`src/rtl/kbd_ascii_decoder.sv`:
```
// PS/2 set-2 scan-code to ASCII decoder with shift/caps tracking and an
// output character FIFO that drops (and flags) characters when full.
module kbd_ascii_decoder #(
    parameter int unsigned FIFO_DEPTH = 8,
    parameter int unsigned CNT_W      = 8
) (
    input  logic             clk,
    input  logic             clrn,
    input  logic             code_valid,
    input  logic [7:0]       code,
    input  logic             ascii_ready,
    output logic             ascii_valid,
    output logic [7:0]       ascii,
    output logic             shift,
    output logic             caps,
    output logic             overflow,
    output logic [CNT_W-1:0] key_count
);

    localparam int unsigned AW = (FIFO_DEPTH > 1) ? $clog2(FIFO_DEPTH) : 1;
    localparam int unsigned OW = AW + 1;

    localparam logic [7:0] CODE_BREAK  = 8'hF0;
    localparam logic [7:0] CODE_EXT    = 8'hE0;
    localparam logic [7:0] CODE_LSHIFT = 8'h12;
    localparam logic [7:0] CODE_RSHIFT = 8'h59;
    localparam logic [7:0] CODE_CAPS   = 8'h58;
    localparam logic [7:0] CODE_ENTER  = 8'h5A;

    typedef enum logic [1:0] {
        S_IDLE      = 2'd0,
        S_BREAK     = 2'd1,
        S_EXT       = 2'd2,
        S_EXT_BREAK = 2'd3
    } state_t;

    state_t state_q, state_d;

    logic           shift_l_q, shift_r_q;
    logic           caps_q, caps_held_q;
    logic           overflow_q;
    logic [CNT_W-1:0] key_count_q;

    logic [7:0]     mem_q [FIFO_DEPTH];
    logic [AW-1:0]  wr_ptr_q, rd_ptr_q;
    logic [OW-1:0]  cnt_q;

    // Decode actions produced by the FSM output process
    logic           push_req;
    logic [7:0]     push_char;
    logic           set_l, clr_l, set_r, clr_r;
    logic           caps_make, caps_break;

    logic           fifo_empty, fifo_full, pop, push_ok, drop;

    // US-layout make-code lookup: {hit, character}
    function automatic logic [8:0] map_make(input logic [7:0] c,
                                            input logic sh,
                                            input logic cp);
        logic       hit;
        logic       letter;
        logic [7:0] lo;
        logic [7:0] alt;
        logic [7:0] ch;
        hit    = 1'b1;
        letter = 1'b0;
        lo     = 8'h00;
        alt    = 8'h00;
        case (c)
            8'h1C: begin letter = 1'b1; lo = 8'h61; end
            8'h32: begin letter = 1'b1; lo = 8'h62; end
            8'h21: begin letter = 1'b1; lo = 8'h63; end
            8'h23: begin letter = 1'b1; lo = 8'h64; end
            8'h24: begin letter = 1'b1; lo = 8'h65; end
            8'h2B: begin letter = 1'b1; lo = 8'h66; end
            8'h34: begin letter = 1'b1; lo = 8'h67; end
            8'h33: begin letter = 1'b1; lo = 8'h68; end
            8'h43: begin letter = 1'b1; lo = 8'h69; end
            8'h3B: begin letter = 1'b1; lo = 8'h6A; end
            8'h42: begin letter = 1'b1; lo = 8'h6B; end
            8'h4B: begin letter = 1'b1; lo = 8'h6C; end
            8'h3A: begin letter = 1'b1; lo = 8'h6D; end
            8'h31: begin letter = 1'b1; lo = 8'h6E; end
            8'h44: begin letter = 1'b1; lo = 8'h6F; end
            8'h4D: begin letter = 1'b1; lo = 8'h70; end
            8'h15: begin letter = 1'b1; lo = 8'h71; end
            8'h2D: begin letter = 1'b1; lo = 8'h72; end
            8'h1B: begin letter = 1'b1; lo = 8'h73; end
            8'h2C: begin letter = 1'b1; lo = 8'h74; end
            8'h3C: begin letter = 1'b1; lo = 8'h75; end
            8'h2A: begin letter = 1'b1; lo = 8'h76; end
            8'h1D: begin letter = 1'b1; lo = 8'h77; end
            8'h22: begin letter = 1'b1; lo = 8'h78; end
            8'h35: begin letter = 1'b1; lo = 8'h79; end
            8'h1A: begin letter = 1'b1; lo = 8'h7A; end
            8'h0E: begin lo = 8'h60; alt = 8'h7E; end
            8'h16: begin lo = 8'h31; alt = 8'h21; end
            8'h1E: begin lo = 8'h32; alt = 8'h40; end
            8'h26: begin lo = 8'h33; alt = 8'h23; end
            8'h25: begin lo = 8'h34; alt = 8'h24; end
            8'h2E: begin lo = 8'h35; alt = 8'h25; end
            8'h36: begin lo = 8'h36; alt = 8'h5E; end
            8'h3D: begin lo = 8'h37; alt = 8'h26; end
            8'h3E: begin lo = 8'h38; alt = 8'h2A; end
            8'h46: begin lo = 8'h39; alt = 8'h28; end
            8'h45: begin lo = 8'h30; alt = 8'h29; end
            8'h4E: begin lo = 8'h2D; alt = 8'h5F; end
            8'h55: begin lo = 8'h3D; alt = 8'h2B; end
            8'h54: begin lo = 8'h5B; alt = 8'h7B; end
            8'h5B: begin lo = 8'h5D; alt = 8'h7D; end
            8'h5D: begin lo = 8'h5C; alt = 8'h7C; end
            8'h4C: begin lo = 8'h3B; alt = 8'h3A; end
            8'h52: begin lo = 8'h27; alt = 8'h22; end
            8'h41: begin lo = 8'h2C; alt = 8'h3C; end
            8'h49: begin lo = 8'h2E; alt = 8'h3E; end
            8'h4A: begin lo = 8'h2F; alt = 8'h3F; end
            8'h5A: begin lo = 8'h0D; alt = 8'h0D; end
            8'h29: begin lo = 8'h20; alt = 8'h20; end
            8'h66: begin lo = 8'h08; alt = 8'h08; end
            8'h0D: begin lo = 8'h09; alt = 8'h09; end
            default: hit = 1'b0;
        endcase
        if (letter) begin
            ch = (sh ^ cp) ? (lo - 8'h20) : lo;
        end else begin
            ch = sh ? alt : lo;
        end
        return {hit, ch};
    endfunction

    // State register
    always_ff @(posedge clk or negedge clrn) begin
        if (!clrn) begin
            state_q <= S_IDLE;
        end else begin
            state_q <= state_d;
        end
    end

    // Next-state logic; prefixes F0/E0 only move the FSM on valid bytes
    always_comb begin
        state_d = state_q;
        if (code_valid) begin
            case (state_q)
                S_IDLE: begin
                    if (code == CODE_BREAK) begin
                        state_d = S_BREAK;
                    end else if (code == CODE_EXT) begin
                        state_d = S_EXT;
                    end
                end
                S_BREAK:     state_d = S_IDLE;
                S_EXT:       state_d = (code == CODE_BREAK) ? S_EXT_BREAK : S_IDLE;
                S_EXT_BREAK: state_d = S_IDLE;
                default:     state_d = S_IDLE;
            endcase
        end
    end

    // Output/action logic
    always_comb begin
        push_req   = 1'b0;
        push_char  = 8'h00;
        set_l      = 1'b0;
        clr_l      = 1'b0;
        set_r      = 1'b0;
        clr_r      = 1'b0;
        caps_make  = 1'b0;
        caps_break = 1'b0;
        if (code_valid) begin
            case (state_q)
                S_IDLE: begin
                    if (code != CODE_BREAK && code != CODE_EXT) begin
                        case (code)
                            CODE_LSHIFT: set_l     = 1'b1;
                            CODE_RSHIFT: set_r     = 1'b1;
                            CODE_CAPS:   caps_make = 1'b1;
                            default: {push_req, push_char} = map_make(code, shift, caps_q);
                        endcase
                    end
                end
                S_BREAK: begin
                    clr_l      = (code == CODE_LSHIFT);
                    clr_r      = (code == CODE_RSHIFT);
                    caps_break = (code == CODE_CAPS);
                end
                S_EXT: begin
                    if (code == CODE_ENTER) begin
                        push_req  = 1'b1;
                        push_char = 8'h0D;
                    end
                end
                default: ;
            endcase
        end
    end

    // Modifier state
    always_ff @(posedge clk or negedge clrn) begin
        if (!clrn) begin
            shift_l_q   <= 1'b0;
            shift_r_q   <= 1'b0;
            caps_q      <= 1'b0;
            caps_held_q <= 1'b0;
        end else begin
            if (set_l)      shift_l_q <= 1'b1;
            else if (clr_l) shift_l_q <= 1'b0;
            if (set_r)      shift_r_q <= 1'b1;
            else if (clr_r) shift_r_q <= 1'b0;
            // Typematic repeats keep caps_held set, so only the first make toggles
            if (caps_make) begin
                if (!caps_held_q) caps_q <= ~caps_q;
                caps_held_q <= 1'b1;
            end else if (caps_break) begin
                caps_held_q <= 1'b0;
            end
        end
    end

    assign fifo_empty = (cnt_q == '0);
    assign fifo_full  = (cnt_q == OW'(FIFO_DEPTH));
    assign pop        = !fifo_empty && ascii_ready;
    assign push_ok    = push_req && (!fifo_full || pop);
    assign drop       = push_req && fifo_full && !pop;

    // FIFO storage; when full with a simultaneous pop the write lands in the slot being freed
    always_ff @(posedge clk) begin
        if (push_ok) begin
            mem_q[wr_ptr_q] <= push_char;
        end
    end

    // FIFO pointers, occupancy and statistics
    always_ff @(posedge clk or negedge clrn) begin
        if (!clrn) begin
            wr_ptr_q    <= '0;
            rd_ptr_q    <= '0;
            cnt_q       <= '0;
            overflow_q  <= 1'b0;
            key_count_q <= '0;
        end else begin
            if (push_ok) begin
                wr_ptr_q    <= wr_ptr_q + AW'(1);
                key_count_q <= key_count_q + CNT_W'(1);
            end
            if (pop) begin
                rd_ptr_q <= rd_ptr_q + AW'(1);
            end
            case ({push_ok, pop})
                2'b10:   cnt_q <= cnt_q + OW'(1);
                2'b01:   cnt_q <= cnt_q - OW'(1);
                default: cnt_q <= cnt_q;
            endcase
            if (drop) begin
                overflow_q <= 1'b1;
            end
        end
    end

    assign ascii_valid = !fifo_empty;
    assign ascii       = fifo_empty ? 8'h00 : mem_q[rd_ptr_q];
    assign shift       = shift_l_q | shift_r_q;
    assign caps        = caps_q;
    assign overflow    = overflow_q;
    assign key_count   = key_count_q;

endmodule

```
`config.mk`:
```
export PLATFORM = sky130hd
export DESIGN_NAME = kbd_ascii_decoder
export DESIGN_NICKNAME = d
export VERILOG_FILES = /design/src/rtl/kbd_ascii_decoder.sv
export SDC_FILE = /design/constraint.sdc
export NUM_CORES = 1
export LEC_CHECK = 0
export CAP_MARGIN = 0
export CORE_MARGIN = 5
export CORE_UTILIZATION = 65
export CTS_CLUSTER_SIZE = 16
export DETAILED_ROUTE_END_ITERATION = 10
export GPL_TIMING_DRIVEN = 0
export HOLD_SLACK_MARGIN = 0.15
export PLACE_DENSITY = 0.87
export SKIP_LAST_GASP = 1
export SLEW_MARGIN = 20
export SYNTH_ARGS = -nofsm -noshare
export SYNTH_HDL_FRONTEND = slang
export SYNTH_SLANG_ARGS = --single-unit
```
`constraint.sdc`:
```
create_clock -name clk -period 6.58 [get_ports clk]
set_input_delay 0.987 -clock clk [delete_from_list [all_inputs] [get_ports clk]]
set_output_delay 0.987 -clock clk [all_outputs]
set_load 0.01 [all_outputs]
```
# Word-level counts from Yosys, hierarchy flattened
# Memory sizes are Yosys's and may differ from the RTL's.
# Cells that the tools add are included.
[word_totals] reg_bits=25 memories=1 inputBits=12 ram_bits=64 word_cells=164 output_inout_bits=20
[classes] n_reduce_logical=21 bitwise=4 muxes=57 n_eq_ne=65 n_addsub=6
[mem_list] name="mem_q" depth=8 word_bits=8 rd=1 rd_clocked_by_memory_dff=0 wr=1 line_no="44" text="logic [7:0] mem_q [FIFO_DEPTH];"
[op_table] operator="7-bit case mux with 51 select lines" count=1
[op_table] operator="8-bit by 6-bit equality test with 1-bit output (second input constant)" count=23
[op_table] operator="7-bit case mux with 25 select lines" count=1
[op_table] operator="8-bit by 7-bit equality test with 1-bit output (second input constant)" count=21
[op_table] operator="8-bit 2-to-1 mux" count=11
[op_table] operator="8-bit by 5-bit equality test with 1-bit output (second input constant)" count=8
[op_table] operator="51-bit OR reduction" count=1
[op_table] operator="1-bit 2-to-1 mux" count=36
[op_table] operator="26-bit OR reduction" count=1
[op_table] operator="8-bit by 4-bit equality test with 1-bit output (second input constant)" count=2
[op_table] operator="8-bit equality test (second input constant)" count=2
[op_table] operator="8-bit != test (second input constant)" count=2
[op_table] operator="8-bit case mux with 2 select lines" count=1
[op_table] operator="8-bit by 1-bit adder with 8-bit output (second input constant)" count=1
[op_table] operator="4-bit case mux with 2 select lines" count=1
[op_table] operator="2-bit nonzero test" count=4
[op_table] operator="8-bit by 6-bit subtractor with 8-bit output (second input constant)" count=1
[op_table] operator="3-bit by 1-bit adder with 3-bit output (second input constant)" count=2
[op_table] operator="2-bit equality test (second input constant)" count=3
[op_table] operator="2-bit 2-to-1 mux" count=3
[op_table] operator="2-bit case mux with 3 select lines" count=1
[op_table] operator="1-bit logical AND" count=5
[op_table] operator="4-bit by 1-bit adder with 4-bit output (second input constant)" count=1
[op_table] operator="2-bit by 1-bit equality test with 1-bit output (second input constant)" count=2
[op_table] operator="15 further kinds" count=19

# Depth between registers and ports, before layout
[logic_depth] ltp_word=13 depth_mapped=17 ltp_nobuf=14

# Worst setup path before layout
# OpenSTA, ideal clock, no wires.
[synth_timing] path_type="input to register" from="in code[6]" to="reg cnt_q[3]" path_stages=15 setup_time_ps=123 path_slack_ps=2422 arrival_ps=4034 cell_sequence="clkbuf_1 > nor4b_2 > a32o_1 > a2111o_1 > nor4_4 > nand3_2 > a21oi_2 > nand3_1 > inv_1 > ha_1 > a21o_1 > a21o_1 > a2111oi_0 > a31oi_1 > xnor2_1"
[synth_via] elab_chain_len=10 elab_cells_between_ends=70
[synth_lines] item="start, declared" line_no="10" text="input logic [7:0] code,"
[synth_lines] item="8-bit by 7-bit equality test with 1-bit output (tied with other cells)" line_no="69, 188"
[synth_lines] item="51-bit OR reduction (no line)"
[synth_lines] item="1-bit 2-to-1 mux" line_no="69" text="case (c)"
[synth_lines] item="1-bit 2-to-1 mux" line_no="174" text="case (code)"
[synth_lines] item="1-bit 2-to-1 mux" line_no="173" text="if (code != CODE_BREAK && code != CODE_EXT) begin"
[synth_lines] item="1-bit case mux with 2 select lines (*)" line_no="171" text="case (state_q)"
[synth_lines] item="1-bit 2-to-1 mux (*)" line_no="170" text="if (code_valid) begin"
[synth_lines] item="1-bit logical AND (*)" line_no="223" text="assign push_ok = push_req && (!fifo_full || pop);"
[synth_lines] item="2-bit by 1-bit equality test with 1-bit output / 2-bit equality test (equally long branches)" line_no="249" text="case ({push_ok, pop})"
[synth_lines] item="4-bit case mux with 2 select lines / 2-bit nonzero test (equally long branches)"
[synth_lines] item="end signal, assigned" line_no="250" text="2'b10: cnt_q <= cnt_q + OW'(1);"
[synth_lines] item="end signal, assigned" line_no="251" text="2'b01: cnt_q <= cnt_q - OW'(1);"
[synth_lines] item="end signal, assigned" line_no="252" text="default: cnt_q <= cnt_q;"
[synth_lines] item="end, declared" line_no="46" text="logic [OW-1:0] cnt_q;"
# Mark *: on every way between the ends. The rest lies on a longest branch, timed or not.
# A chain may end at the register's enable or synchronous reset.

# Worst setup path in the final report
[layout_timing] from="in code[1]" to="reg cnt_q[3]"
# The elaborated chain is that of the path after synthesis.

==> impl_results.md <==
* Worst-skew pair later-pin latency at 0.35 ns
* Worst path required time at 6.83 ns
* Row count at 32
* Hold path cells at 1
* Final Setup Violations at 0
* Setup Fix Bufs, Post-CTS at 0
* Simple-Gate Fraction of Synth Area at 20.0%
* Peak supply drop at 0.000140 V
* Number of CTS-inserted buffers at 9
* Max Clk Rate at 201 MHz
* Met2 wire length at 6950 um
* Leak at 2.15 nW
* Initial Util at 67.2%
* Clk pin slew, worst setup/hold paths at 0.10 ns
* Critical path launch point type: input port
* NetSw at 587 uW
* Die ar. at 9920 um2
* Initial antenna violation count at 0
* Cts hold-fix bufs at 0
* Via count at 4245
* DRC at 0
* Area Overhead vs Synth at 11.8%
* Synth Instances at 475
* Antenna fix cells at 0
* Setup Skew at 0.0189 ns
* Bufs on Longest Clock Path at 2
* Met1 WL at 5240 um
* Synth Area in Compound Gates at 12.3%
* Crit path kind: input port to flip-flop
* WL/cell at 22.3 um
* Reg2reg start: state_q[1]
* Hold Path Class: flip-flop to flip-flop
* Final RePlAce weighted congestion at 1.00
* Asr flop ratio synth at 28.1%
* I/O pin cnt at 32
* WL final at 13900 um
* Internal power at 1.13 mW
* Grt total ovfl at 0
* Largest family of logic cells by synthesized area: simple AND/OR/NAND/NOR gates
* DR vias/cell at 6.82
* Netlist cell types at 72
* Status: completed
* Syn Nets at 494
* First-pass GRT wire length at 22200 um
* Hold Vio Cnt, Final at 0
* Core box area at 7770 um2
* Reg-to-reg endpoint: cnt_q[3]
* Seq cells post-synth at 89
* Worst hold path startpoint: key_count[7]
* Vias in the first global route at 4085
* Drt pass-1 iters at 7
* Max layer used: met4
* Sw Share at 34.2%
* Post-layout min period at 4.98 ns
* Final-report max-slew violation count at 0
* Post-route design area at 5840 um2
* PwrDens at 294 nW/um2
* Crit. End Element: flip-flop
* Sequential share of the synthesized area at 48.8%
* HPWL Detailed at 10300 um
* Arrival @ worst endpoint at 5.23 ns
* Maximum fanout along the worst path at 10
* Most common cell after layout, fill and taps aside: edfxtp_1
* Finished Core Util at 75.1%
* Worst R2R Setup Slack at 3.29 ns
* Number of synthesized flops with an enable pin at 64
* Met3 wire length at 1230 um
* Largest net degree at the start of global routing at 26
* Layout fillers at 504
* CTS root buffer: clkbuf_8
* CTS tree: done
* Post-cts resize count at 0
* Area after DPL at 5650 um2
* Die height at 99.6 um
* Clock power frac at 20.7%
* WHS Endpoint: key_count[7]
* GRT Total Usage at 29.0%
* Layout cells sized above 1 at 12.9%
* Most frequent cells in the layout: edfxtp_1, nand2_1, nor2_1, clkdlybuf4s50_1
* Main synth FF type: edfxtp_1
* Final Cycle Share at 75.7%
* Nets@finish at 534
* Antenna-violating nets left at 0
* RSZ-0062 raised after global routing: false
* Combinational power share at 37.2%
* Post-Syn Area at 5220 um2
* XOR/XNOR share of the synthesized area at 3.02%
* DRC marker count from the first detailed-route iteration at 533
* CTS H-tree depth at 3
* Mapped Avg Cell Area at 11.0 um2
* WHS at 0.475 ns
* CTS Sinks at 89
* Max cap viols at 0
* Port Buffers at 28
* Slew @ Worst Pin at 1.06 ns
* R2R depth at 12
* Reg power frac at 42.1%
* Syn. warnings at 0
* Setup TNS at 0 ns
* Slew margin rel. at 29.3%
* Die width at 99.6 um
* Post-Synth Adder-Cell Area at 1.82%
* Mux cell area share after synthesis at 10.4%
[routing by layer]
metal | up-vias | track usage, %
li1 | 1901 | -
met1 | 1993 | 37.5
met2 | 297 | 49.0
met3 | 54 | 5.12
met4 | 0 | 10.9
met5 | - | 0
[synthesized netlist by cell type (5+ instances only)]
cell type | count | area [um2]
nand2b_1 | 7 | 43.8
nor2_1 | 39 | 146
nand4_1 | 8 | 50.1
or3_1 | 6 | 37.5
o21ai_0 | 25 | 125
nor3_1 | 10 | 50.1
dfrtp_1 | 25 | 626
o22ai_1 | 9 | 56.3
mux2i_1 | 11 | 110
nor4b_1 | 5 | 43.8
inv_1 | 13 | 48.8
clkbuf_1 | 15 | 56.3
nor2b_1 | 8 | 50.1
buf_2 | 9 | 45.0
xnor2_1 | 14 | 123
a31oi_1 | 5 | 31.3
a21oi_1 | 17 | 85.1
edfxtp_1 | 64 | 1920
ha_1 | 6 | 75.1
nor4_1 | 7 | 43.8
nand3_1 | 19 | 95.1
buf_1 | 5 | 18.8
and3_1 | 5 | 31.3
nand2_1 | 45 | 169
mux4_2 | 16 | 360
[power groups by stage]
stage                     registers [mW]  logic [mW]  clock network, mW
after global placement             0.721       0.607                  0
after global routing               0.728       0.696              0.395
after floorplan                    0.720       0.418                  0
after detailed placement           0.734       0.640                  0
final                              0.722       0.638              0.356
after CTS                          0.722       0.641              0.361
[registers in the layout, summed over array words and instances (netlist names), 2 cells and up]
signal / count
mem_q: 64
cnt_q: 4
rd_ptr_q: 3
key_count: 8
wr_ptr_q: 3
state_q: 2
[how the worst max path moves through the flow]
stage,startpoint,end,cells after the start
global placement,code[7],mem_q[1][0],10
detailed placement,code[0],cnt_q[3],16
CTS,code[0],cnt_q[3],16
global route,code[0],cnt_q[3],16
finish,code[1],cnt_q[3],17
floorplan,code[6],cnt_q[3],15
[logic make-up after synthesis]
| logic type | Yosys count |
|---|---|
| AOI/OAI and AO/OA | 96 |
| xor gates and xnor gates | 18 |
| adders and majority gates | 7 |
| buffers and inverters | 44 |
| DFF | 89 |
| muxes | 32 |
| and+or+nand+nor | 189 |
[worst max-delay path: stages]
cell and delay (ns):
clkdlybuf4s50_1 0.54, clkbuf_1 0.31, buf_2 0.29, nor2b_1 0.09, nand4_1 0.10, o211ai_1 0.16, nor3b_1 0.62, nand3_2 0.24
a21oi_2 0.29, nand3_1 0.16, inv_1 0.11, ha_1 0.23, a21o_1 0.18, a21o_1 0.19, a2111oi_0 0.43, a31oi_1 0.12
xnor2_1 0.15
[cell type report]
type	instances	area, um2	share of cell area [%]
well taps	102	128	2.19
multi-input cells	342	2510	43.0
flip-flops and latches	89	2550	43.7
inverters	13	48.8	0.836
repair buffers	29	280	4.80
clock inverters	7	57.6	0.986
clock buffers	9	124	2.12
plain buffers	31	143	2.44
[through the flow]
step / power, mW / std cells / setup WS [ns]
CTS: 1.72 / 622 / 1.74
global placement: 1.33 / 605 / 1.05
global route: 1.82 / 622 / 1.51
detailed placement: 1.37 / 606 / 1.38
finish: 1.72 / 622 / 1.60
floorplan: 1.14 / 475 / 2.42
Note: power is estimated with default switching activity, not from simulation.
